$ cat config.mk
export PLATFORM = sky130hd
export DESIGN_NAME = char_buffer_reader
export DESIGN_NICKNAME = d
export VERILOG_FILES = /design/src/rtl/char_buf_pkg.sv /design/src/rtl/char_buffer_reader.sv
export SDC_FILE = /design/constraint.sdc
export NUM_CORES = 1
export LEC_CHECK = 0
export CAP_MARGIN = 40
export CORE_MARGIN = 2
export CORE_UTILIZATION = 30
export CTS_BUF_LIST = sky130_fd_sc_hd__clkbuf_2 sky130_fd_sc_hd__clkbuf_4 sky130_fd_sc_hd__clkbuf_8
export CTS_CLUSTER_DIAMETER = 80
export CTS_CLUSTER_SIZE = 30
export DETAILED_ROUTE_END_ITERATION = 7
export HOLD_SLACK_MARGIN = 0.08
export PLACE_DENSITY = 0.68
export SLEW_MARGIN = 20
export SYNTH_ARGS = -nofsm -noshare
export SYNTH_HDL_FRONTEND = slang
export SYNTH_SLANG_ARGS = --single-unit
$ cat constraint.sdc
create_clock -name clock -period 2.25 [get_ports clock]
set_input_delay 0.225 -clock clock [delete_from_list [all_inputs] [get_ports clock]]
set_output_delay 0.225 -clock clock [all_outputs]
set_load 0.005 [all_outputs]
$ cat src/rtl/char_buf_pkg.sv
// Shared constants for the character buffer: FSM encoding, buffer geometry,
// and the CPU/RAM mux mode codes used by the top-level RAM owner select.
package char_buf_pkg;

  typedef enum logic [2:0] {
    ST_IDLE  = 3'd0,
    ST_FETCH = 3'd1,
    ST_WAIT  = 3'd2,
    ST_SEND  = 3'd3,
    ST_FIN   = 3'd4
  } char_buf_state_e;

  localparam int CHAR_BUF_BASE   = 1500;
  localparam int CHAR_BUF_COLS   = 12;
  localparam int CHAR_BUF_ROWS   = 9;
  localparam int CHAR_BUF_LEN    = CHAR_BUF_COLS * CHAR_BUF_ROWS;
  localparam int CHAR_BUF_ADDR_W = 12;

  // RAM mux modes; the read side only runs while the CPU side is idle
  typedef enum logic [1:0] {
    CPU_IDLE  = 2'd0,
    CPU_WRITE = 2'd1,
    CPU_EXEC  = 2'd2
  } cpu_mode_e;

endpackage

$ cat src/rtl/char_buffer_reader.sv
// Drains the 12x9 character buffer from data RAM and streams it out one byte
// per valid/ready transfer, with row-end and last-char flags.
//
// state | meaning
// IDLE  | waiting for start, RAM address released
// FETCH | ram_addr stable, RAM samples it this cycle
// WAIT  | ram_data valid, latch char or stop on NUL
// SEND  | char_valid held until char_ready
// FIN   | one-cycle done pulse, RAM released
module char_buffer_reader
  import char_buf_pkg::*;
#(
  parameter int BASE_ADDR   = CHAR_BUF_BASE,
  parameter int NUM_CHARS   = CHAR_BUF_LEN,
  parameter int ROW_LEN     = CHAR_BUF_COLS,
  parameter bit STOP_ON_NUL = 1'b1
) (
  input  logic        clock,
  input  logic        reset,
  input  logic        start,
  input  logic        abort,
  output logic [11:0] ram_addr,
  input  logic [31:0] ram_data,
  output logic        ram_req,
  output logic [7:0]  char_data,
  output logic        char_valid,
  input  logic        char_ready,
  output logic        char_eol,
  output logic        char_last,
  output logic        busy,
  output logic        done,
  output logic [6:0]  count
);

  localparam int COL_W = (ROW_LEN > 1) ? $clog2(ROW_LEN) : 1;
  localparam logic [11:0]      BASE12   = 12'(BASE_ADDR);
  localparam logic [COL_W-1:0] COL_LAST = COL_W'(ROW_LEN - 1);
  localparam logic [6:0]       IDX_LAST = 7'(NUM_CHARS - 1);

  if ((BASE_ADDR + NUM_CHARS - 1 > 4095) || (NUM_CHARS < 1) || (NUM_CHARS > 128)) begin : g_bad_cfg
    $error("char_buffer_reader: buffer does not fit the 12-bit address or 7-bit count");
  end

  char_buf_state_e  state, state_n;
  logic [6:0]       idx, idx_n;
  logic [COL_W-1:0] col, col_n;
  logic [6:0]       count_n;
  logic [11:0]      ram_addr_n;
  logic [7:0]       char_data_n;
  logic             char_valid_n, char_eol_n, char_last_n, ram_req_n;
  logic             xfer;
  logic             unused_ram_bits;

  assign unused_ram_bits = ^ram_data[31:8];
  assign xfer = char_valid && char_ready;
  assign busy = (state != ST_IDLE);
  assign done = (state == ST_FIN);

  always_comb begin
    state_n      = state;
    idx_n        = idx;
    col_n        = col;
    count_n      = count;
    ram_addr_n   = ram_addr;
    char_data_n  = char_data;
    char_valid_n = char_valid;
    char_eol_n   = char_eol;
    char_last_n  = char_last;
    ram_req_n    = ram_req;

    case (state)
      ST_IDLE: begin
        if (start && !abort) begin
          state_n    = ST_FETCH;
          idx_n      = '0;
          col_n      = '0;
          count_n    = '0;
          ram_addr_n = BASE12;
          ram_req_n  = 1'b1;
        end
      end
      ST_FETCH: state_n = ST_WAIT;
      ST_WAIT: begin
        if (STOP_ON_NUL && (ram_data[7:0] == 8'h00)) begin
          state_n   = ST_FIN;
          ram_req_n = 1'b0;
        end else begin
          char_data_n  = ram_data[7:0];
          char_valid_n = 1'b1;
          char_eol_n   = (col == COL_LAST);
          char_last_n  = (idx == IDX_LAST);
          state_n      = ST_SEND;
        end
      end
      ST_SEND: begin
        if (xfer) begin
          count_n      = count + 7'd1;
          char_valid_n = 1'b0;
          char_eol_n   = 1'b0;
          char_last_n  = 1'b0;
          if (char_last) begin
            state_n   = ST_FIN;
            ram_req_n = 1'b0;
          end else begin
            idx_n      = idx + 7'd1;
            col_n      = (col == COL_LAST) ? '0 : col + 1'b1;
            ram_addr_n = BASE12 + {5'b0, idx} + 12'd1;
            state_n    = ST_FETCH;
          end
        end
      end
      ST_FIN:  state_n = ST_IDLE;
      default: state_n = ST_IDLE;
    endcase

    // abort keeps any transfer that lands on the same edge but emits nothing more
    if (abort && (state != ST_IDLE)) begin
      state_n      = ST_IDLE;
      char_valid_n = 1'b0;
      char_eol_n   = 1'b0;
      char_last_n  = 1'b0;
      ram_req_n    = 1'b0;
    end
  end

  always_ff @(posedge clock) begin
    if (!reset) begin
      state      <= ST_IDLE;
      idx        <= '0;
      col        <= '0;
      count      <= '0;
      ram_addr   <= '0;
      char_data  <= '0;
      char_valid <= 1'b0;
      char_eol   <= 1'b0;
      char_last  <= 1'b0;
      ram_req    <= 1'b0;
    end else begin
      state      <= state_n;
      idx        <= idx_n;
      col        <= col_n;
      count      <= count_n;
      ram_addr   <= ram_addr_n;
      char_data  <= char_data_n;
      char_valid <= char_valid_n;
      char_eol   <= char_eol_n;
      char_last  <= char_last_n;
      ram_req    <= ram_req_n;
    end
  end

endmodule

==> impl_metrics.json, run 1 <==
{
  "status": "finished, violations left",
  "violations": "DRC",
  "tns_ns": 0,
  "finalHoldViolCount": 0,
  "multi_input_area_um2": 1050,
  "ant_nets": 0,
  "start_util": 0.313,
  "sequentialPowerShare": 0.499,
  "worst_slack_ns": 0.338,
  "synth_area_leader_cell": "dfxtp_1",
  "finalCritPeriodShare": 0.850,
  "worstHoldStart": "ram_addr[9]",
  "crit_path_top_delay_cell": "clkdlybuf4s50_1",
  "path_clk_slew_ns": 0.08,
  "crit_arrival_ns": 1.69,
  "syn_area_per_cell_um2": 8.63,
  "drtIter0Drc": 151,
  "power.switching_w": 0.000377,
  "nFillCells": 635,
  "synth_nets": 273,
  "crit_cells": 4,
  "drive_gt1_frac": 0.0794,
  "reg2reg_slack_ns": 0.45,
  "cts.path.max_buffers": 2,
  "reg2reg_depth": 5,
  "pwr-share-comb": 0.120,
  "place.gp.congestion": 0.823,
  "critPathKind": "flop to output port",
  "antenna_cells": 0,
  "tightestPinTransition_ns": 0.755,
  "avgViaCountPerCell": 5.18,
  "power_density_nw_per_um2": 595,
  "place_ws_ns": 0.211,
  "p_int_w": 0.00119,
  "hpwl_um": 3270,
  "ys_ff_latch": 42,
  "critPathCaptureType": "output port",
  "fin_skew_ns": 0.00492,
  "finalMaxSlewViolations": 0,
  "r2r-end": "char_data[7]",
  "port_buffers": 44,
  "critPathTopFamily": "buffers and inverters",
  "die_h_um": 85.9,
  "grt_util_all_layers": 0.130,
  "syn_inst": 233,
  "synthTopCellsByArea": "dfxtp_1, nor2_1, a21oi_1",
  "yosysWarnings": 0,
  "gr-total-overflow": 0,
  "regArea_um2": 841,
  "nets": 316,
  "critical-path-max-stage-delay_ns": 0.52,
  "hold_class": "flop to flop",
  "power_frac_clock": 0.381,
  "drt-wirelength-per-cell_um": 13.1,
  "cts_buffers": 5,
  "grt_antenna_before_repair": 0,
  "postCtsSetupBuffers": 0,
  "cts_max_level": 2,
  "post_cts_resized": 0,
  "postCtsHoldBufs": 0,
  "cp-endpoint": "done",
  "die-area_um2": 7370,
  "vias": 1835,
  "rsz0062_at_grt": "no",
  "grt_start_max_net_pins": 27,
  "clk_latency_ns": 0.30,
  "numClockSinks": 42,
  "cp-startpoint": "state[2]",
  "core_area_um2": 6420,
  "root_buffer": "clkbuf_8",
  "swShare": 0.240,
  "grt_pass1_vias": 1656,
  "setup_viol": 0,
  "fmax_mhz": 523,
  "cp.required_ns": 2.03,
  "async_flop_share": 0,
  "cts_tree": "done",
  "crit_buf_inv": 3,
  "syn-cell-area_um2": 2010,
  "worstPathMaxFanout": 8,
  "max-cap-violations": 0,
  "grt_first_pass_wirelength_um": 7700,
  "yosysTopAreaCellShare": 0.418,
  "total_power_w": 0.00157,
  "ys_types": 53,
  "drt_pass1_iterations": 8,
  "vdd_drop_max_v": 0.000279,
  "power_leakage_nw": 0.937,
  "ys_top_cells_by_count": "dfxtp_1, nor2_1, a21oi_1, nand2_1",
  "drc": 2,
  "io_pins": 70,
  "wl_um": 4630,
  "worstPathCellList": "buf_4, inv_1, nor3_1, clkdlybuf4s50_1",
  "critPathLaunchType": "flop",
  "min_period_ns": 1.91,
  "dominantRegCellSynth": "dfxtp_1",
  "r2r-start": "state[1]",
  "yosysMostFrequentCell": "dfxtp_1",
  "area_growth_pct": 31.2,
  "chipWidth_um": 85.9,
  "synth_edf_count": 0,
  "max-slew-margin-rel": 0.484,
  "rows": 29,
  "ys_seq_area_frac": 0.418
}
==> worst min-delay path, stage by stage, from the launching register on <==
cell	delay, ns
dfxtp_1	0.32
nand2_1	0.05
a21oi_1	0.05
==> cells by family after synthesis <==
| family | after synthesis | synth area share |
|---|---|---|
| simple gates | 88 | 0.218 |
| compound gates | 58 | 0.207 |
| flops | 42 | 0.418 |
| buf+inv | 24 | 0.0572 |
| xor+xnor | 9 | 0.0392 |
| mux | 8 | 0.0398 |
| fa+ha+maj | 3 | 0.0187 |
| other cells | 1 | 0.00187 |
==> metal layers <==
metal / GRT usage / part of all wire / vias to the layer above
li1: - / - / 929
met5: 0 / 0 / -
met3: 0.0395 / 0.053 / 6
met2: 0.202 / 0.46 / 45
met1: 0.171 / 0.47 / 855
met4: 0.0433 / 0.012 / 0
==> cell usage in the layout (no fill, tap or decap), drive strengths merged, types with 3 or more instances in the layout <==
cell type,Yosys,final
clkdlybuf4s50,0,44
dfxtp,42,42
nor2,35,35
a21oi,18,18
nand2,13,13
buf,10,10
o21ai,9,9
mux2i,8,8
xnor2,7,7
nand3,6,6
inv,5,5
nor3,5,5
clkbuf,8,5
nand2b,4,4
a22oi,4,4
or3,3,3
nand3b,3,3
o211a,3,3
a311oi,3,3
nand4,3,3
a211oi,3,3
ha,3,3
a2111oi,3,3
clkinv,1,3
==> power groups by stage <==
stage,logic (W),registers [W],clock network (W)
after detailed placement,0.000191,0.000801,0
after global placement,0.000188,0.000801,0
final,0.000189,0.000783,0.000599
after global routing,0.000207,0.000788,0.000642
after floorplan,0.000104,0.000795,0
after CTS,0.000191,0.000783,0.000613
==> worst min-delay path by stage <==
stage                             end  slack, ns  cells after the start
after floorplan                col[3]       0.36                      1
after global placement    ram_addr[9]       0.45                      2
after detailed placement  ram_addr[9]       0.46                      2
after CTS                 ram_addr[9]       0.47                      2
after global routing      ram_addr[9]       0.48                      2
final                     ram_addr[9]       0.46                      2
==> layout make-up <==
cell class	instances	share of cell area
timing repair buffer	54	0.195
clock buffer	5	0.0261
clock inverter	3	0.0152
tap	77	0.0365
multi-input combinational	167	0.400
inverter	6	0.00853
sequential	42	0.319
==> stage by stage <==
stage / instances / instance area, µm² / hold slack, ns / utilization
after detailed placement: 346 / 2530 / 0.460 / 0.394
final: 354 / 2640 / 0.463 / 0.411
after global routing: 354 / 2640 / 0.485 / 0.411
after CTS: 354 / 2640 / 0.472 / 0.411
after floorplan: 233 / 2010 / 0.358 / -
after global placement: 346 / 2530 / 0.450 / 0.394
==> state kept, by name, indices dropped and copies added (netlist names) <==
| register | count |
|---|---|
| ram_req | 1 |
| char_data | 8 |
| count | 7 |
| char_last | 1 |
| idx | 7 |
| col | 4 |
| char_eol | 1 |
| char_valid | 1 |
| ram_addr | 9 |
| state | 3 |
Power figures use the tool's default switching activity.
==> inputs of run 2 (changes only) <==
clock period = 1.8 ns   (was 2.25 ns; I/O delays follow)
==> run 2 against run 1 <==
The flow still finishes with violations (DRC). Wire length grew 4.4%. Sequential power grew 24%. Die area is the same. Via count grew 3.1%. Register-to-register slack lost 0.37 ns. Total power grew 27%. Global-route usage grew 0.44 points. Sequential cell count is the same. Sequential share of layout area shrank 1.7 points. Largest cell class unchanged.
==> impl_metrics.json, run 2 (synthesized netlist as in run 1, its figures left out) <==
{
  "status": "finished, violations left",
  "violations": "DRC",
  "hold_class": "flop to flop",
  "hold_path_end": "ram_addr[9]",
  "cts_max_level": 2,
  "final_cell_mix": "clkdlybuf4s50_1, dfxtp_1, nor2_1, buf_4, a21oi_1",
  "grt_antenna_before_repair": 0,
  "clk_latency_ns": 0.30,
  "area_growth_pct": 40.2,
  "dp_cells": 361,
  "grt_pass1_vias": 1750,
  "fin_skew_ns": 0.00889,
  "numClockSinks": 42,
  "avgViaCountPerCell": 5.11,
  "worstPathMaxFanout": 10,
  "tns_ns": 0,
  "worstPathCellList": "buf_12, or3_4, buf_4, dlygate4sd2_1",
  "regMostFlops": "ram_addr",
  "hpwl_um": 3470,
  "postCtsHoldBufs": 0,
  "finalCritPeriodShare": 0.965,
  "crit_path_top_delay_cell": "or3_4",
  "tightestPinTransition_ns": 0.532,
  "path_clk_slew_ns": 0.08,
  "cts_buffers": 5,
  "reg2reg_depth": 5,
  "gr-total-overflow": 0,
  "rows": 29,
  "utilization": 0.439,
  "root_buffer": "clkbuf_8",
  "cp.required_ns": 1.62,
  "antenna_cells": 0,
  "r2r-start": "state[1]",
  "wl_um": 4840,
  "worstHoldStart": "ram_addr[9]",
  "drtIter0Drc": 111,
  "critPathLaunchType": "flop",
  "vdd_drop_max_v": 0.000448,
  "crit_arrival_ns": 1.56,
  "grt_util_all_layers": 0.134,
  "setup_viol": 0,
  "ant_nets": 0,
  "whs_path_depth": 2,
  "power_density_nw_per_um2": 710,
  "critPathKind": "flop to output port",
  "max-slew-margin-rel": 0.642,
  "chipWidth_um": 85.9,
  "fmax_mhz": 575,
  "power_leakage_nw": 1.04,
  "drc": 2,
  "max-cap-violations": 0,
  "start_util": 0.313,
  "drive_gt1_frac": 0.150,
  "die-area_um2": 7370,
  "finalMaxSlewViolations": 0,
  "layout_commonest_cell": "clkdlybuf4s50_1",
  "r2r-end": "count[6]",
  "die_h_um": 85.9,
  "vias": 1891,
  "drt_pass1_iterations": 8,
  "finalHoldViolCount": 0,
  "critPathCaptureType": "output port",
  "critical-path-max-stage-delay_ns": 0.37,
  "fin_cells": 370,
  "grt_first_pass_wirelength_um": 8110,
  "cts.path.max_buffers": 2,
  "grt_start_max_net_pins": 27,
  "drt-wirelength-per-cell_um": 13.1,
  "largestRegisters": "ram_addr x9, char_data x8",
  "nets": 332,
  "cts_tree": "done",
  "place.gp.congestion": 0.882,
  "io_pins": 70,
  "min_period_ns": 1.74,
  "core_area_um2": 6420,
  "largest_reg_flops": 9,
  "reg2reg_slack_ns": 0.08,
  "port_buffers": 44
}
run 2: cell types whose count changed in the layout (fill, tap and decap cells not counted), sizes merged:
cell	previous run	this run
buf	10	26
clkdlybuf4s50	44	42
dlygate4sd2	0	1
dlymetal6s2s	0	1
run 2: worst max-delay path: cells and delay by family (launching register included):
kind / cells / cell delay, ns
buf+inv: 3 / 0.55
flops: 1 / 0.34
simple gates: 1 / 0.37
run 2: routing by layer:
metal	track usage	wire length (µm)	vias to the layer above
met2	0.218	2260	43
met5	0	0	-
met4	0.0462	61	0
li1	-	-	958
met3	0.0356	244	8
met1	0.172	2270	882
run 2: cell type report:
type / instances / area (µm²)
flip-flops and latches: 42 / 850
fillers: 630 / 3600
inverters: 6 / 22.5
repair buffers: 70 / 649
clock buffers: 5 / 68.8
well taps: 77 / 96.3
clock inverters: 3 / 40.0
multi-input cells: 167 / 1090
run 2: where the power goes:
| part | switching [W] | internal, W | leakage, nW | total [W] |
|---|---|---|---|---|
| sequential | 0.0000168 | 0.000955 | 0.342 | 0.000971 |
| combinational | 0.000124 | 0.000156 | 0.643 | 0.000280 |
| clock | 0.000341 | 0.000409 | 0.0579 | 0.000750 |
run 2: how the worst max path moves through the flow:
stage / startpoint / end / slack, ns / cells past startpoint
global placement: start / count[5] / -0.13 / 5
detailed placement: start / count[5] / -0.15 / 5
global route: state[1] / char_data[0] / -0.03 / 6
finish: state[0] / busy / 0.06 / 4
floorplan: state[0] / col[0] / 0.12 / 6
CTS: state[2] / done / 0.02 / 4
run 2: timing repair:
item	4_1_cts	5_1_grt
setup endpoints to repair	2	10
gates resized for setup	8	4
buffers inserted	1	0
pin swaps	0	0
run 2: metrics by stage:
| step | power (W) | instance area (µm²) | hold WS, ns | setup WS (ns) |
|---|---|---|---|---|
| after floorplan | 0.00112 | 2010 | 0.313 | 0.123 |
| after global placement | 0.00127 | 2660 | 0.449 | -0.128 |
| after detailed placement | 0.00127 | 2660 | 0.455 | -0.154 |
| after CTS | 0.00202 | 2790 | 0.451 | 0.0190 |
| after global routing | 0.00210 | 2820 | 0.487 | -0.0295 |
| final | 0.00200 | 2820 | 0.466 | 0.0623 |
==> inputs of run 3 (changes only) <==
SKIP_CTS_REPAIR_TIMING = 1   (was not set)
==> run 3 against run 2 <==
The flow still finishes with violations (DRC). Count of clock-buffer cells in the layout stayed put. First-iteration DRC count grew 15%. Clock skew increased by 0.00079 ns. Combinational power about the same. Sequential cell count stayed put. Largest cell class unchanged. Clock power about the same. Worst hold slack is essentially flat. Wire length down 0.41%. Register-to-register slack better by 0.02 ns.
==> impl_metrics.json, run 3 (synthesized netlist as in run 1, its figures left out) <==
{
  "numClockSinks": 42,
  "place_ws_ns": -0.154,
  "grt_util_all_layers": 0.133,
  "start_util": 0.313,
  "fin_skew_ns": 0.00968,
  "cts.path.max_buffers": 2,
  "nets": 332,
  "setup_viol": 0,
  "grt_pass1_vias": 1725,
  "io_pins": 70,
  "drt_pass1_iterations": 8,
  "critPathCaptureType": "flop",
  "rows": 29,
  "path_clk_slew_ns": 0.09,
  "cts_tree": "done",
  "max-cap-violations": 0,
  "dpl_cell_area_um2": 2660,
  "tns_ns": 0,
  "violations": "DRC",
  "finalHoldViolCount": 0,
  "drt-wirelength-per-cell_um": 13.0,
  "hold_class": "input pin to flop",
  "power_leakage_nw": 1.05,
  "crit_arrival_ns": 1.90,
  "final_cell_mix": "clkdlybuf4s50_1, dfxtp_1, nor2_1, buf_4, a21oi_1",
  "cts_buffers": 5,
  "gr-total-overflow": 0,
  "regMostFlops": "ram_addr",
  "wl_um": 4820,
  "power.switching_w": 0.000483,
  "min_period_ns": 1.70,
  "clk_latency_ns": 0.30,
  "avgViaCountPerCell": 5.10,
  "grt_start_max_net_pins": 27,
  "drtIter0Drc": 128,
  "place.gp.congestion": 0.882,
  "critPathKind": "flop to flop",
  "largest_reg_flops": 9,
  "grt_first_pass_wirelength_um": 8020,
  "sequentialPowerShare": 0.485,
  "fin_area_um2": 2790,
  "cts_max_level": 2,
  "fmax_mhz": 588,
  "finalCritPeriodShare": 0.945,
  "grt_antenna_before_repair": 0,
  "die_h_um": 85.9,
  "max-slew-margin-rel": 0.642,
  "nFillCells": 638,
  "swShare": 0.241,
  "layout_commonest_cell": "clkdlybuf4s50_1",
  "core_area_um2": 6420,
  "die-area_um2": 7370,
  "hpwl_um": 3470,
  "cp.required_ns": 1.99,
  "worstPathMaxFanout": 6,
  "status": "finished, violations left",
  "area_growth_pct": 39.0,
  "largestRegisters": "ram_addr x9, char_data x8",
  "drc": 2,
  "pwr-share-comb": 0.139,
  "vdd_drop_max_v": 0.000449,
  "total_power_w": 0.00200,
  "vias": 1887,
  "finalMaxSlewViolations": 0,
  "ant_nets": 0,
  "worst_slack_ns": 0.0991,
  "tightestPinTransition_ns": 0.533,
  "root_buffer": "clkbuf_8",
  "power_density_nw_per_um2": 717,
  "chipWidth_um": 85.9,
  "power_frac_clock": 0.376,
  "antenna_cells": 0,
  "drive_gt1_frac": 0.147,
  "p_int_w": 0.00152,
  "port_buffers": 44,
  "critPathLaunchType": "flop"
}
==> run 3: cell count changes in the layout (fill, tap and decap cells not counted) <==
cell	delta
a2111oi_2	+2
a2111oi_4	-2
dlygate4sd2_1	-1
dlymetal6s2s_1	+1
or4b_1	+1
or4b_4	-1
==> run 3: power groups by stage <==
stage | sequential [W] | combinational (W) | clock (W)
floorplan | 0.000994 | 0.000130 | 0
global placement | 0.000996 | 0.000270 | 0
detailed placement | 0.000997 | 0.000271 | 0
CTS | 0.000975 | 0.000273 | 0.000773
global route | 0.000976 | 0.000302 | 0.000816
finish | 0.000972 | 0.000278 | 0.000752
==> run 3: per-layer routing <==
layer  vias to the layer above  GRT usage  share of wire
met5                         -          0              0
met4                         0     0.0447         0.0096
met3                         5     0.0356          0.047
met2                        46      0.216           0.47
met1                       875      0.171           0.48
li1                        961          -              -
==> run 3: cell type report <==
class | count | area (µm²) | share of cell area
timing repair buffer | 70 | 653 | 0.234
inverter | 6 | 22.5 | 0.00806
clock buffer | 5 | 68.8 | 0.0246
tap | 77 | 96.3 | 0.0345
multi-input combinational | 167 | 1060 | 0.381
sequential | 42 | 850 | 0.304
clock inverter | 3 | 40.0 | 0.0143
==> run 3: critical path: stages (launching register included) <==
cell and delay (ns):
dfxtp_4 0.36, or4b_1 0.64, a2111oi_2 0.37, xnor2_1 0.17
nor2_1 0.06
==> run 3: path summary, 6_finish.rpt <==
kind / startpoint / end / slack [ns] / cells past startpoint
setup reg to reg: state[1] / count[6] / 0.1 / 4
hold reg to reg: ram_addr[9] / ram_addr[9] / 0.47 / 2
hold / removal: ram_data[2] / char_data[2] / 0.47 / 3
setup / recovery: state[1] / count[6] / 0.1 / 4
==> run 3: metrics by stage <==
step / cells / utilization / hold slack (ns)
2_1_floorplan: 233 / - / 0.313
6_report: 370 / 0.435 / 0.465
3_5_place_dp: 361 / 0.413 / 0.455
5_1_grt: 370 / 0.435 / 0.487
3_3_place_gp: 361 / 0.413 / 0.449
4_1_cts: 369 / 0.430 / 0.451
